--- src/rtl/spi_ctrl_pkg.sv ---
// spi_ctrl_pkg: shared types and widths for the SPI transaction sequencer
package spi_ctrl_pkg;
  localparam int CS_SEL_W = 3;
  localparam int LEN_W = 8;
  localparam int DLY_W = 8;
  typedef enum logic [2:0] {
    ST_IDLE,
    ST_LEAD,
    ST_LOAD,
    ST_XFER,
    ST_LAG,
    ST_GAP
  } spi_ctrl_state_t;
endpackage

--- src/rtl/spi_xfer_ctrl.sv ---
// spi_xfer_ctrl: frames a multi-byte SPI transaction around the byte engine
module spi_xfer_ctrl
  import spi_ctrl_pkg::*;
#(
  parameter int NUM_CS = 4
) (
  input  logic                clk,
  input  logic                rstz,
  input  logic                start,
  input  logic [LEN_W-1:0]    xfer_len,
  input  logic [CS_SEL_W-1:0] cs_sel,
  input  logic                rx_en,
  input  logic [DLY_W-1:0]    cs_lead,
  input  logic [DLY_W-1:0]    cs_lag,
  input  logic [DLY_W-1:0]    cs_idle,
  input  logic                abort,
  output logic                busy,
  output logic                done,
  output logic [NUM_CS-1:0]   csn,
  input  logic [7:0]          tx_data,
  input  logic                tx_vld,
  output logic                tx_rdy,
  output logic [7:0]          rx_data,
  output logic                rx_vld,
  input  logic                rx_rdy,
  output logic [7:0]          m_din,
  output logic                m_din_vld,
  input  logic                m_din_rdy,
  input  logic [7:0]          m_dout,
  input  logic                m_dout_vld
);
  spi_ctrl_state_t  r_state;
  logic [LEN_W-1:0] r_cnt;
  logic [DLY_W-1:0] r_dly;
  logic [DLY_W-1:0] r_lag;
  logic [DLY_W-1:0] r_idle;
  logic             r_rx_en;
  logic             r_abort;
  logic             r_done;
  logic             r_rx_vld;
  logic [7:0]       r_rx_data;
  logic [NUM_CS-1:0] r_csn;
  logic [NUM_CS-1:0] w_csn_sel;
  logic             w_abort;
  logic             w_din_vld;
  logic             w_launch;

  assign w_abort   = abort | r_abort;
  assign w_din_vld = (r_state == ST_LOAD) && tx_vld && !r_rx_vld;
  assign w_launch  = w_din_vld && m_din_rdy;
  assign m_din     = tx_data;
  assign m_din_vld = w_din_vld;
  assign tx_rdy    = w_launch;
  assign busy      = (r_state != ST_IDLE);
  assign done      = r_done;
  assign csn       = r_csn;
  assign rx_data   = r_rx_data;
  assign rx_vld    = r_rx_vld;

  // decode the selected line; an out-of-range index leaves every line high
  always_comb begin
    w_csn_sel = '1;
    for (int i = 0; i < NUM_CS; i++) w_csn_sel[i] = (cs_sel != CS_SEL_W'(i));
  end

  // transaction sequencer: framing delays, byte streaming, RX capture, abort
  always_ff @(posedge clk or negedge rstz) begin
    if (!rstz) begin
      r_state   <= ST_IDLE;
      r_cnt     <= '0;
      r_dly     <= '0;
      r_lag     <= '0;
      r_idle    <= '0;
      r_rx_en   <= 1'b0;
      r_abort   <= 1'b0;
      r_done    <= 1'b0;
      r_rx_vld  <= 1'b0;
      r_rx_data <= '0;
      r_csn     <= '1;
    end else begin
      r_done <= 1'b0;
      if (r_rx_vld && rx_rdy) r_rx_vld <= 1'b0;
      if (abort && (r_state inside {ST_LEAD, ST_LOAD, ST_XFER})) r_abort <= 1'b1;
      case (r_state)
        ST_IDLE: begin
          r_abort <= 1'b0;
          if (start) begin
            r_cnt   <= xfer_len;
            r_rx_en <= rx_en;
            r_dly   <= cs_lead;
            r_lag   <= cs_lag;
            r_idle  <= cs_idle;
            r_csn   <= w_csn_sel;
            r_state <= ST_LEAD;
          end
        end
        ST_LEAD: begin
          if (w_abort) begin
            r_dly   <= r_lag;
            r_state <= ST_LAG;
          end else if (r_dly == '0) r_state <= ST_LOAD;
          else r_dly <= r_dly - 1'b1;
        end
        ST_LOAD: begin
          if (w_launch) r_state <= ST_XFER;
          else if (w_abort) begin
            r_dly   <= r_lag;
            r_state <= ST_LAG;
          end
        end
        ST_XFER: begin
          if (m_dout_vld) begin
            if (r_rx_en) begin
              r_rx_data <= m_dout;
              r_rx_vld  <= 1'b1;
            end
            if (r_cnt == '0 || w_abort) begin
              r_dly   <= r_lag;
              r_state <= ST_LAG;
            end else begin
              r_cnt   <= r_cnt - 1'b1;
              r_state <= ST_LOAD;
            end
          end
        end
        ST_LAG: begin
          if (r_dly == '0) begin
            r_csn   <= '1;
            r_done  <= 1'b1;
            r_dly   <= r_idle - 1'b1;
            r_state <= (r_idle == '0) ? ST_IDLE : ST_GAP;
          end else r_dly <= r_dly - 1'b1;
        end
        ST_GAP: begin
          if (r_dly == '0) r_state <= ST_IDLE;
          else r_dly <= r_dly - 1'b1;
        end
        default: r_state <= ST_IDLE;
      endcase
    end
  end
endmodule

--- config.mk ---
export PLATFORM = sky130hd
export DESIGN_NAME = spi_xfer_ctrl
export DESIGN_NICKNAME = d
export VERILOG_FILES = /design/src/rtl/spi_ctrl_pkg.sv /design/src/rtl/spi_xfer_ctrl.sv
export SDC_FILE = /design/constraint.sdc
export NUM_CORES = 1
export LEC_CHECK = 0
export ABC_AREA = 1
export CAP_MARGIN = 0
export CELL_PAD_IN_SITES_DETAIL_PLACEMENT = 0
export CELL_PAD_IN_SITES_GLOBAL_PLACEMENT = 1
export CORE_ASPECT_RATIO = 0.75
export CORE_MARGIN = 1
export CORE_UTILIZATION = 45
export DETAILED_ROUTE_END_ITERATION = 16
export DONT_BUFFER_PORTS = 1
export PLACE_DENSITY = 0.82
export SYNTH_ARGS = -nofsm -noshare
export SYNTH_HDL_FRONTEND = slang
export SYNTH_SLANG_ARGS = --single-unit
--- constraint.sdc ---
create_clock -name clk -period 2.1 [get_ports clk]
set_input_delay 0.42 -clock clk [delete_from_list [all_inputs] [get_ports clk]]
set_output_delay 0.42 -clock clk [all_outputs]
set_load 0.05 [all_outputs]
==> flow_metrics.tcl, run 1 <==
set metrics [dict create \
    cts.path.max_buffers 2 \
    fin_tns_setup_ps 0 \
    dr.max_layer_used "met4" \
    gp_congestion 0.9462 \
    synthCells 413 \
    max_slew_margin 0.6805 \
    io_pins 85 \
    grt_pass1_vias 2359 \
    ys_warn_count 0 \
    cp-start-kind "register" \
    overflow 0 \
    setup_ws_ps 115.8 \
    max_cap_violations 0 \
    synthArstFlopShare 1.000 \
    endpoint_kind "output port" \
    synthXorXnorAreaFrac 0 \
    drc_errors 0 \
    ir_drop_mv 0.5246 \
    yosys.area_share.adder 0.02382 \
    synthesis.nets 479 \
    htree_levels 2 \
    final_common_cell "nand2_1" \
    cp_max_fo 7 \
    dp_cells 489 \
    rows 26 \
    port_buffers 0 \
    fin_crit_sh 0.9449 \
    slew_viol_final 0 \
    cts_tree "yes" \
    clk_pin_slew_ps 100 \
    hold_violations 0 \
    status "completed" \
    clock_latency_ps 320 \
    critPathKind "register to output port" \
    synth_cell_types 32 \
    drive_gt1_frac 0.1711 \
    timing_worst_slew_pin_value_ps 479.2 \
    fin_cells 499 \
    fp.dieW_um 98.64 \
    dieArea_mm2 0.007346 \
    wl_per_cell_um 14.00 \
    fmax_mhz 504.0 \
    die_h_um 74.48 \
    yosysTopAreaCell "dfrtp_1" \
    pre_cts_slack_ps 264.8 \
    fin_crit_ps 1984 \
    required_ps 1680 \
    wl_met2_mm 2.859 \
    numCtsBuffers 5 \
    min_path_type "input port to register" \
    power_leakage_nw 1.657 \
    final_cell_mix "nand2_1 (107), nor2_1 (51), dfrtp_1 (46)" \
    grt_max_degree 52 \
    wl_mm 6.988 \
    vias 2628 \
    synthTopCellsByArea "dfrtp_1 (37%), nand2_1 (13%), mux2_2 (6.8%)" \
    gr-usage-all-layers 0.1991 \
    antenna_found_initial 0 \
    finalClockSkew_ps 13.59 \
    synth_simple_gate_area_frac 0.3283 \
    yosys_register_bits 51 \
    ys_seq_area_frac 0.4065 \
    core_mm2 0.006799 \
    drtIter0Drc 149 \
    clock-sinks 51 \
    antennaDiodeCount 0 \
    netlist.area_leader.share 0.3732 \
    rsz0062_at_grt "false" \
    synth-compound-area-share 0.08456 \
    area_growth_pct 5.796 \
    grt_pass1_wl_mm 11.29 \
    power_density_mw_per_mm2 1617 \
    detail-route-antenna-nets 0 \
    initial_utilization 0.4636 \
    hpwl_mm 5.381 \
    synth_top_family_by_area "simple AND/OR/NAND/NOR gates" \
    cts_setup_buffers 0 \
    muxShareOfSynthArea 0.06788 \
    cp_data_arrival_time_ps 1560 \
    avgSynthCellArea_um2 7.631 \
    dr.pass1.iters 5 \
    root_buffer "clkbuf_8" \
    dr_wl_met3_um 547 \
    viasPerCell 5.267 \
    nets 480 \
    synth_edf_count 0 \
    met1_length_mm 3.527 \
    synthFlopType "dfrtp_1" \
    hold_slack_ps 161.4 \
    finalSetupViolations 0 \
    syn_area_mm2 0.003152 \
]
==> layer usage <==
layer,vias to the layer above,global-route usage
met5,-,0
met4,0,0.04478
met3,7,0.05263
met2,97,0.2934
met1,1200,0.2935
li1,1324,-
==> final cells by class <==
class / instances / area (µm²)
Clock buffer: 5 / 68.82
Clock inverter: 3 / 25.02
Fill cell: 682 / 3465
Inverter: 46 / 172.7
Multi-Input combinational cell: 301 / 1590
Sequential cell: 51 / 1282
Tap cell: 84 / 105.1
Timing Repair Buffer: 9 / 90.09
==> stage by stage <==
stage	utilization	instance area (µm²)	power, mW
2_1_floorplan	-	3152	4.238
3_3_place_gp	0.4709	3202	4.728
3_5_place_dp	0.4709	3202	4.765
4_1_cts	0.4902	3333	5.414
5_1_grt	0.4904	3334	5.936
6_report	0.4904	3334	5.393
==> worst max-delay path: stages, from the launching register on <==
cell and delay (ps):
dfrtp_1 480, nor2_1 220, nand2_2 120, nor3_4 200, buf_4 240
==> sequential cells by signal, summed over array words and instances (netlist names), 3 cells and up <==
signal,count
csn,4
rx_data,8
r_cnt,8
r_lag,8
r_dly,8
r_state,3
r_idle,8
==> path summary, 6_finish.rpt <==
| path | start | slack [ps] | endpoint | cells past startpoint |
|---|---|---|---|---|
| max in group asynchronous | rstz | 1200 | csn[2] | 2 |
| min in group asynchronous | rstz | 610 | r_dly[4] | 2 |
| min | cs_sel[1] | 160 | csn[3] | 1 |
| max reg2reg | r_state[2] | 250 | r_cnt[4] | 8 |
| max | r_state[2] | 120 | tx_rdy | 4 |
| min reg2reg | r_lag[6] | 530 | r_lag[6] | 1 |
==> cells by family after synthesis <==
group	Yosys count
AND/OR/NAND/NOR	225
buffers and inverters	61
AO/OA/AOI/OAI	51
flip-flops	51
multiplexers	19
adder cells (fa/ha/maj)	6
==> Yosys cell counts, types with 3 or more instances <==
library cell,number
nand2_4,3
nand3_1,34
dfstp_2,4
nand2_2,5
buf_4,8
nand4_1,4
a21oi_1,17
dfrtp_1,47
a31oi_1,3
ha_1,6
o21ai_1,4
buf_2,5
nor2_2,5
nor2_4,5
nor2_1,51
nand2_1,107
o21ai_0,24
mux2_2,19
inv_1,39
inv_2,7
==> repair_timing <==
item | CTS | global route
endpoints found under the hold margin | 51 | 0
resized for setup | 0 | 1
endpoints found under the setup margin | 0 | 1
hold buffers | 2 | 0
==> power by group <==
part / switching [mW] / internal [mW] / total (mW) / leakage, nW
combinational: 1.77 / 0.987 / 2.76 / 0.992
sequential: 0.577 / 1.45 / 2.03 / 0.620
clock: 0.359 / 0.244 / 0.603 / 0.0452
Note: power is estimated with default switching activity, not from simulation.
==> run 2: changes to the inputs <==
CTS_BUF_LIST = sky130_fd_sc_hd__clkbuf_8   (was default)
SLEW_MARGIN = 20   (was default)
==> results of run 2 <==
No change in the layout: final DEF, timing and power equal those of run 1.
==> run 3: changes to the inputs <==
CORE_UTILIZATION = 47   (was 45)
PLACE_DENSITY = 0.85   (was 0.82)
==> run 3 against run 2 <==
Cell area up 0.53%. Flip-flop and latch count unchanged. Via count down 0.15%. Highest routed layer unchanged.
==> flow_metrics.tcl, run 3 (same netlist as run 1, synthesis figures left out) <==
set metrics [dict create \
    fin_crit_ps 1962 \
    rows 25 \
    final_common_cell "nand2_1" \
    cts_setup_buffers 0 \
    max_cap_violations 0 \
    timing_worst_slew_pin_value_ps 496.6 \
    nets 480 \
    wl_per_cell_um 14.83 \
    ir_drop_mv 0.6561 \
    die_h_um 72.92 \
    pre_cts_slack_ps 231.0 \
    core_mm2 0.006381 \
    grt.busiest_layer "met2" \
    setup_ws_ps 138.3 \
    fin_crit_sh 0.9341 \
    port_buffers 0 \
    numCtsBuffers 5 \
    dieArea_mm2 0.007041 \
    endpoint_kind "output port" \
    drc_errors 0 \
    clk_pin_slew_ps 100 \
    clock-sinks 51 \
    finalSetupViolations 0 \
    cp_max_fo 6 \
    placed_area_mm2 0.003198 \
    finalInstanceArea_mm2 0.003352 \
    rsz0062_at_grt "false" \
    fp.dieW_um 96.56 \
    cp_data_arrival_time_ps 1540 \
    slew_viol_final 0 \
    fin_util 0.5253 \
    hold_violations 0 \
    dr.pass1.iters 4 \
    cts_tree "yes" \
    gp_congestion 0.8885 \
    viasPerCell 5.290 \
    grt_max_degree 52 \
    power_leakage_nw 1.672 \
    min_path_type "input port to register" \
    drtIter0Drc 129 \
    antennaDiodeCount 0 \
    vias 2624 \
    total_power_mw 5.515 \
    grt_pass1_wl_mm 12.14 \
    final_cell_mix "nand2_1 (107), nor2_1 (51), dfrtp_1 (46)" \
    critPathKind "register to output port" \
    area_growth_pct 6.352 \
    finalClockSkew_ps 8.313 \
    use_met1 0.3358 \
    io_pins 85 \
    fmax_mhz 509.8 \
    antenna_found_initial 0 \
    cp-start-kind "register" \
    root_buffer "clkbuf_8" \
    initial_utilization 0.4939 \
    required_ps 1680 \
    power_density_mw_per_mm2 1645 \
    hpwl_mm 5.591 \
    cts.path.max_buffers 2 \
    met2_usage 0.3365 \
    detail-route-antenna-nets 0 \
    max_slew_margin 0.6689 \
    fin_tns_setup_ps 0 \
    clock_latency_ps 310 \
    drive_gt1_frac 0.1687 \
    met3_usage 0.06563 \
    gr-usage-all-layers 0.2274 \
    status "completed" \
    grt_pass1_vias 2543 \
    htree_levels 2 \
    overflow 0 \
    wl_mm 7.355 \
]
run 3: final timing paths:
path	from	endpoint	slack (ps)	cells past startpoint
max reg2reg	r_state[0]	r_dly[7]	230	10
max	r_state[1]	tx_rdy	140	5
max in group asynchronous	rstz	csn[0]	1220	2
min in group asynchronous	rstz	done	610	2
min	cs_sel[1]	csn[3]	160	1
min reg2reg	r_lag[4]	r_lag[4]	520	1
run 3: per-layer routing:
layer,up-vias,share of wire,wire [µm]
met4,0,0.0031,23
met1,1207,0.50,3704
met3,2,0.079,583
li1,1319,-,-
met5,-,0,0
met2,96,0.41,3044
run 3: area by class of cell:
type | instances | area [µm²]
fillers | 628 | 3029
multi-input cells | 301 | 1590
flip-flops and latches | 51 | 1282
inverters | 46 | 172.7
well taps | 81 | 101.3
repair buffers | 9 | 93.84
clock buffers | 5 | 68.82
clock inverters | 3 | 42.54
run 3: metrics by stage:
| step | hold WS, ps | std cells |
|---|---|---|
| floorplan | 124.4 | 413 |
| global placement | 126.4 | 486 |
| detailed placement | 126.6 | 486 |
| CTS | 159.3 | 496 |
| global route | 149.6 | 496 |
| finish | 163.4 | 496 |
run 3: power breakdown:
group          switching, mW  leakage, nW  total (mW)  internal, mW
Combinational           1.81        0.992        2.78         0.975
Clock                  0.350       0.0599       0.706         0.356
Sequential             0.573        0.620        2.03          1.45
run 3: what timing repair did:
item	4_1_cts	5_1_grt
resized for setup	0	2
endpoints found under the hold margin	51	0
setup endpoints to repair	0	1
hold buffers	2	0
run 3: critical path, stage by stage, from the launching register on:
cell and delay [ps]:
dfrtp_2 460, inv_2 60, nor2_1 160, nand2_2 130
nor3_4 220, buf_6 200
==> variant 1: new RTL, flow settings as in run 2 <==
`NUM_CS`: 4 -> 8.
--- a/src/rtl/spi_xfer_ctrl.sv
+++ b/src/rtl/spi_xfer_ctrl.sv
@@ -2,7 +2,7 @@
 module spi_xfer_ctrl
   import spi_ctrl_pkg::*;
 #(
-  parameter int NUM_CS = 4
+  parameter int NUM_CS = 8
 ) (
   input  logic                clk,
   input  logic                rstz,
Interface: changed (resized csn); port bits go from 85 to 89. No check against the original RTL was run, so the function may have changed too.
==> variant 1 against run 2 <==
Global-route usage up 2.7 points. Final cell count increased by 5.0%. Sequential share of layout area grew 0.96 points. Critical path depth up 2. Critical path type unchanged. Total power up 13%. Sequential cell count rose by 4. Cell area grew 5.6%. Largest power group unchanged. Wire length grew 14%. Setup slack worse by 9.6 ps. Register-to-register slack improved by 40 ps. Area after synthesis grew 4.2%. Clock power increased by 28%.
==> variant 1: results (changes against run 2) <==
.. list-table::
   :header-rows: 1

   * - Metric
     - Value
   * - Critical register-to-register path endpoint
     - csn[2]$_DFFE_PN1P_
   * - Number of fill cells
     - 684 (+0.29%)
   * - Most frequent cells after synthesis
     - nand2_1 (107), nor2_1 (60), dfrtp_1 (47), inv_1 (43), nand3_1 (33)
   * - Wire length reported by the detailed router
     - 7.939 mm (+14%)
   * - Complex-gate fraction of the synthesized area
     - 9.977% (+1.5 points)
   * - Maximum vdd ir drop
     - 667.2 µV (+27%)
   * - Share of synthesized area spent on multiplexers
     - 6.512% (-0.28 points)
   * - Crit path max fanout
     - 6 (-1)
   * - Global-route total usage across every layer
     - 22.59% (+2.7 points)
   * - Clock skew after layout
     - 11.41 ps (-2.179 ps)
   * - Via density
     - 5.128 (-2.6%)
   * - Run status
     - finished clean
   * - Post-detailed-placement half-perimeter wirelength
     - 5.929 mm (+10%)
   * - Worst hold path startpoint
     - rx_rdy
   * - Clock network power consumption
     - 0.771 mW (+28%)
   * - Ranking of synthesized cells by area
     - dfrtp_1 (36%), nand2_1 (12%), nor2_1 (6.9%), dfstp_2 (6.4%), nand3_1 (5.0%)
   * - Ratio of cells with drive above 1 in the final layout
     - 14.08% (-3.0 points)
   * - Worst flop-to-flop path startpoint
     - r_state[1]$_DFFE_PN0P_
   * - Part of the Yosys area used for sequential elements
     - 42.19% (+1.5 points)
   * - Maximum number of pins on one net before global-route repair
     - 56 (+7.7%)
   * - Clock-pin transition on the worst setup and hold timing paths
     - 120 ps (+20 ps)
   * - Adder and majority gate portion of the synthesized area
     - 2.285% (-0.097 points)
   * - Combinational power
     - 2.96 mW (+7.2%)
   * - Cell variety after synth
     - 33 (+3.1%)
   * - Hold WS
     - 188.1 ps (+26.66 ps)
   * - GP Congestion
     - 0.8544 (-9.7%)
   * - Wire length of the first global-routing pass
     - 13.48 mm (+19%)
   * - Leakage component of the power
     - 1.757 nW (+6.0%)
   * - Max transition margin
     - 63.38% (-4.7 points)
   * - Number of cell instances on the worst register-to-register path
     - 7 (-1)
   * - Endpoint of the worst hold path
     - rx_vld$_DFF_PN0_
-- variant 1: cell types whose count changed in the layout (fill, tap and decap cells not counted), sizes merged, moves of 2 or more --
| cell | before | now |
|---|---|---|
| a31oi | 3 | 8 |
| nand2 | 115 | 113 |
| dfstp | 4 | 8 |
| nand4 | 5 | 1 |
| o21ai | 28 | 31 |
| nor2 | 61 | 67 |
| nor4 | 2 | 0 |
-- variant 1: area by class of cell --
cell class | instances | area share [%]
clock inverter | 3 | 1.422
clock buffer | 5 | 1.955
tap | 98 | 3.484
timing repair buffer | 8 | 2.453
multi-input combinational | 308 | 46.25
sequential | 55 | 39.42
inverter | 47 | 5.012
-- variant 1: critical path, cell delays in order, from the launching register on --
cell and delay [ps]:
dfrtp_2 470, inv_2 120, nand2_4 100, nor2_4 140
nand3_4 120, inv_1 130, buf_6 170
-- variant 1: layer usage --
| layer | vias to the layer above | share of wire [%] | GRT usage (%) |
|---|---|---|---|
| li1 | 1356 | - | - |
| met2 | 85 | 41 | 32.53 |
| met5 | - | 0 | 0 |
| met3 | 10 | 6.3 | 4.220 |
| met4 | 0 | 0.76 | 4.348 |
| met1 | 1236 | 52 | 35.26 |
-- variant 1: through the flow --
step | std cells | utilization (%) | setup slack (ps) | power [mW] | cell area (µm²)
floorplan | 425 | - | 278.9 | 4.694 | 3291
CTS | 524 | 50.54 | 22.54 | 6.104 | 3502
global route | 524 | 50.79 | 37.84 | 6.705 | 3520
detailed placement | 514 | 48.28 | 315.3 | 5.287 | 3346
finish | 524 | 50.79 | 106.2 | 6.097 | 3520
global placement | 514 | 48.28 | 364.1 | 5.229 | 3346
-- variant 1: repair_timing --
action / in CTS / in global routing
hold buffers: 2 / 0
setup endpoints to repair: 0 / 1
hold endpoints to repair: 55 / 0
resized for setup: 0 / 4
==> variant 2: new RTL, settings of run 2 <==
Made on the original files. Make the reset (`rstz`) synchronous in one clocked block.
--- a/src/rtl/spi_xfer_ctrl.sv
+++ b/src/rtl/spi_xfer_ctrl.sv
@@ -64,7 +64,7 @@
   end
 
   // transaction sequencer: framing delays, byte streaming, RX capture, abort
-  always_ff @(posedge clk or negedge rstz) begin
+  always_ff @(posedge clk) begin
     if (!rstz) begin
       r_state   <= ST_IDLE;
       r_cnt     <= '0;
Check against the original RTL: differs if rstz is asserted again (counterexample within 4 cycles, from zero or initial values and one cycle with rstz low); with rstz held inactive, the same outputs for 10 cycles.
==> variant 2 against run 2 <==
Sequential cell count is the same. Area after synthesis is 6.2% lower. Global-route usage grew 3.1 points. Via count up 6.1%. Wire length grew 3.3%. Cell area shrank 6.3%. Setup slack improved by 4.3 ps. Largest cell class unchanged. Total power shrank 6.4%. Combinational power decreased by 3%.
==> variant 2: results (changes against run 2) <==
.. list-table::
   :header-rows: 1

   * - Metric
     - Value
   * - Run status
     - finished clean
   * - Cell variety after synth
     - 33 (+3.1%)
   * - Clock skew after layout
     - 8.551 ps (-5.034 ps)
   * - Clock latency on the worst-skew pair
     - 310 ps
   * - Worst path slowest cell
     - dfxtp_1
   * - Share of synthesized area spent on multiplexers
     - 0% (-6.8 points)
   * - Clock buffer count from CTS
     - 5 (unchanged)
   * - Ratio of cells with drive above 1 in the final layout
     - 8.894% (-8.2 points)
   * - Post-cts gate resize count
     - 0 (unchanged)
   * - Initial antenna violation count
     - 0 (unchanged)
   * - Worst min path class
     - in -> reg
   * - Clock-pin transition on the worst setup and hold timing paths
     - 100 ps (about the same)
   * - Total of buffers placed on input and output ports
     - 0 (unchanged)
   * - Avg WL per Cell
     - 13.32 µm (-4.9%)
   * - Global-route total usage across every layer
     - 23.03% (+3.1 points)
   * - Level count of the clock H-tree
     - 2 (unchanged)
   * - Max transition margin
     - 64.73% (-3.3 points)
   * - Summed negative setup slack over all endpoints
     - 0 ps (unchanged)
   * - YS warnings
     - 0 (unchanged)
   * - Hold violation count in the final report
     - 0 (unchanged)
   * - Cell Count Post-Placement
     - 534 (+9.2%)
   * - Leakage component of the power
     - 1.443 nW (-13%)
   * - Antenna diode instance count
     - 0 (unchanged)
   * - Clk root buf
     - clkbuf_8
   * - # Post-CTS Setup Buffers
     - 0 (unchanged)
   * - WP data arrival
     - 1560 ps (about the same)
   * - Most frequent cells after synthesis
     - nand2_1 (92), nor2_1 (91), dfxtp_1 (51), o21ai_0 (47), inv_1 (43)
   * - Total via count in the routed design
     - 2787 (+6.1%)
   * - GP Congestion
     - 0.8797 (-7.0%)
   * - Crit path max fanout
     - 6 (-1)
   * - Final-report setup violation count
     - 0 (unchanged)
   * - Complex-gate fraction of the synthesized area
     - 16.47% (+8.0 points)
   * - Cell family with the largest share of critical-path delay
     - flip-flops
   * - Parity-gate share of the synthesized area counting xor and xnor cells
     - 1.185% (+1.2 points)
   * - Number of fill cells
     - 673 (-1.3%)
   * - Maximum vdd ir drop
     - 729.6 µV (+39%)
   * - Wire length of the first global-routing pass
     - 12.34 mm (+9.3%)
   * - Maximum number of pins on one net before global-route repair
     - 39 (-25%)
   * - Post-detailed-placement half-perimeter wirelength
     - 5.515 mm (+2.5%)
   * - Ranking of synthesized cells by area
     - dfxtp_1 (35%), nand2_1 (12%), nor2_1 (12%), o21ai_0 (8.0%), a21oi_1 (6.1%)
   * - Starting DRT DRC Count
     - 173 (+16%)
   * - Via density
     - 5.142 (-2.4%)
   * - Post-synthesis average cell area
     - 6.383 µm² (-16%)
   * - FFs w/ async S/R, synth
     - 0% (-100 points)
   * - Part of the Yosys area used for sequential elements
     - 34.55% (-6.1 points)
   * - Via count of the first global-routing pass
     - 2631 (+12%)
   * - Adder and majority gate portion of the synthesized area
     - 2.540% (+0.16 points)
   * - Detailed-routing iteration count for the pre-antenna-repair pass
     - 4 (-1)
[variant 2: per-stage QoR]
| stage | total power [mW] | worst slack (ps) | area (µm²) |
|---|---|---|---|
| after floorplan | 3.775 | 303.3 | 2955 |
| after global placement | 4.348 | 349.2 | 3014 |
| after detailed placement | 4.334 | 309.6 | 3014 |
| after CTS | 5.057 | 126.7 | 3126 |
| after global routing | 5.584 | 37.28 | 3126 |
| final | 5.046 | 120.1 | 3126 |
[variant 2: power by group]
group	total [mW]	internal [mW]	switching, mW
sequential	1.66	1.27	0.383
clock	0.706	0.356	0.350
combinational	2.68	0.897	1.79
total	5.05	2.53	2.52
[variant 2: final timing paths]
| kind | to | slack, ps | from | cells after the start |
|---|---|---|---|---|
| worst max-delay path | tx_rdy | 120 | r_state[1]$_SDFFE_PN0P_ | 5 |
| worst min-delay path | csn[2]$_SDFFE_PN1P_ | 190 | rstz | 1 |
| worst max register to register | r_cnt[3]$_SDFFE_PN0P_ | 300 | r_state[1]$_SDFFE_PN0P_ | 11 |
| worst min register to register | r_rx_en$_SDFFE_PN0P_ | 490 | r_rx_en$_SDFFE_PN0P_ | 2 |
[variant 2: cell families after synthesis]
kind of cell             count (synthesis)
buffers and inverters                   71
AO/OA/AOI/OAI                           93
AND/OR/NAND/NOR                        238
flip-flops                              51
adder cells (fa/ha/maj)                  6
XOR/XNOR                                 4
[variant 2: metal layers]
layer	vias to the layer above	wire length [µm]	global-route usage (%)	part of all wire (%)
met4	0	46	6.302	0.64
met5	-	0	0	0
met3	6	436	5.556	6.0
li1	1470	-	-	-
met1	1241	3783	34.18	52
met2	70	2954	33.10	41
[variant 2: final cells by class]
class,instances,area share (%)
flip-flops and latches,51,32.67
repair buffers,10,2.402
inverters,51,6.125
clock buffers,5,2.202
multi-input cells,341,52.00
well taps,81,3.243
clock inverters,3,1.361
[variant 2: worst register-to-register path, cell delays in order (launching register included)]
cell and delay [ps]:
dfxtp_1 490, inv_2 90, nand2_2 110, nor2_2 70, inv_2 120, nand2_1 60
inv_1 50, nor2_1 30, nand2_1 280, inv_1 160, o21ai_0 190, nor2_1 60
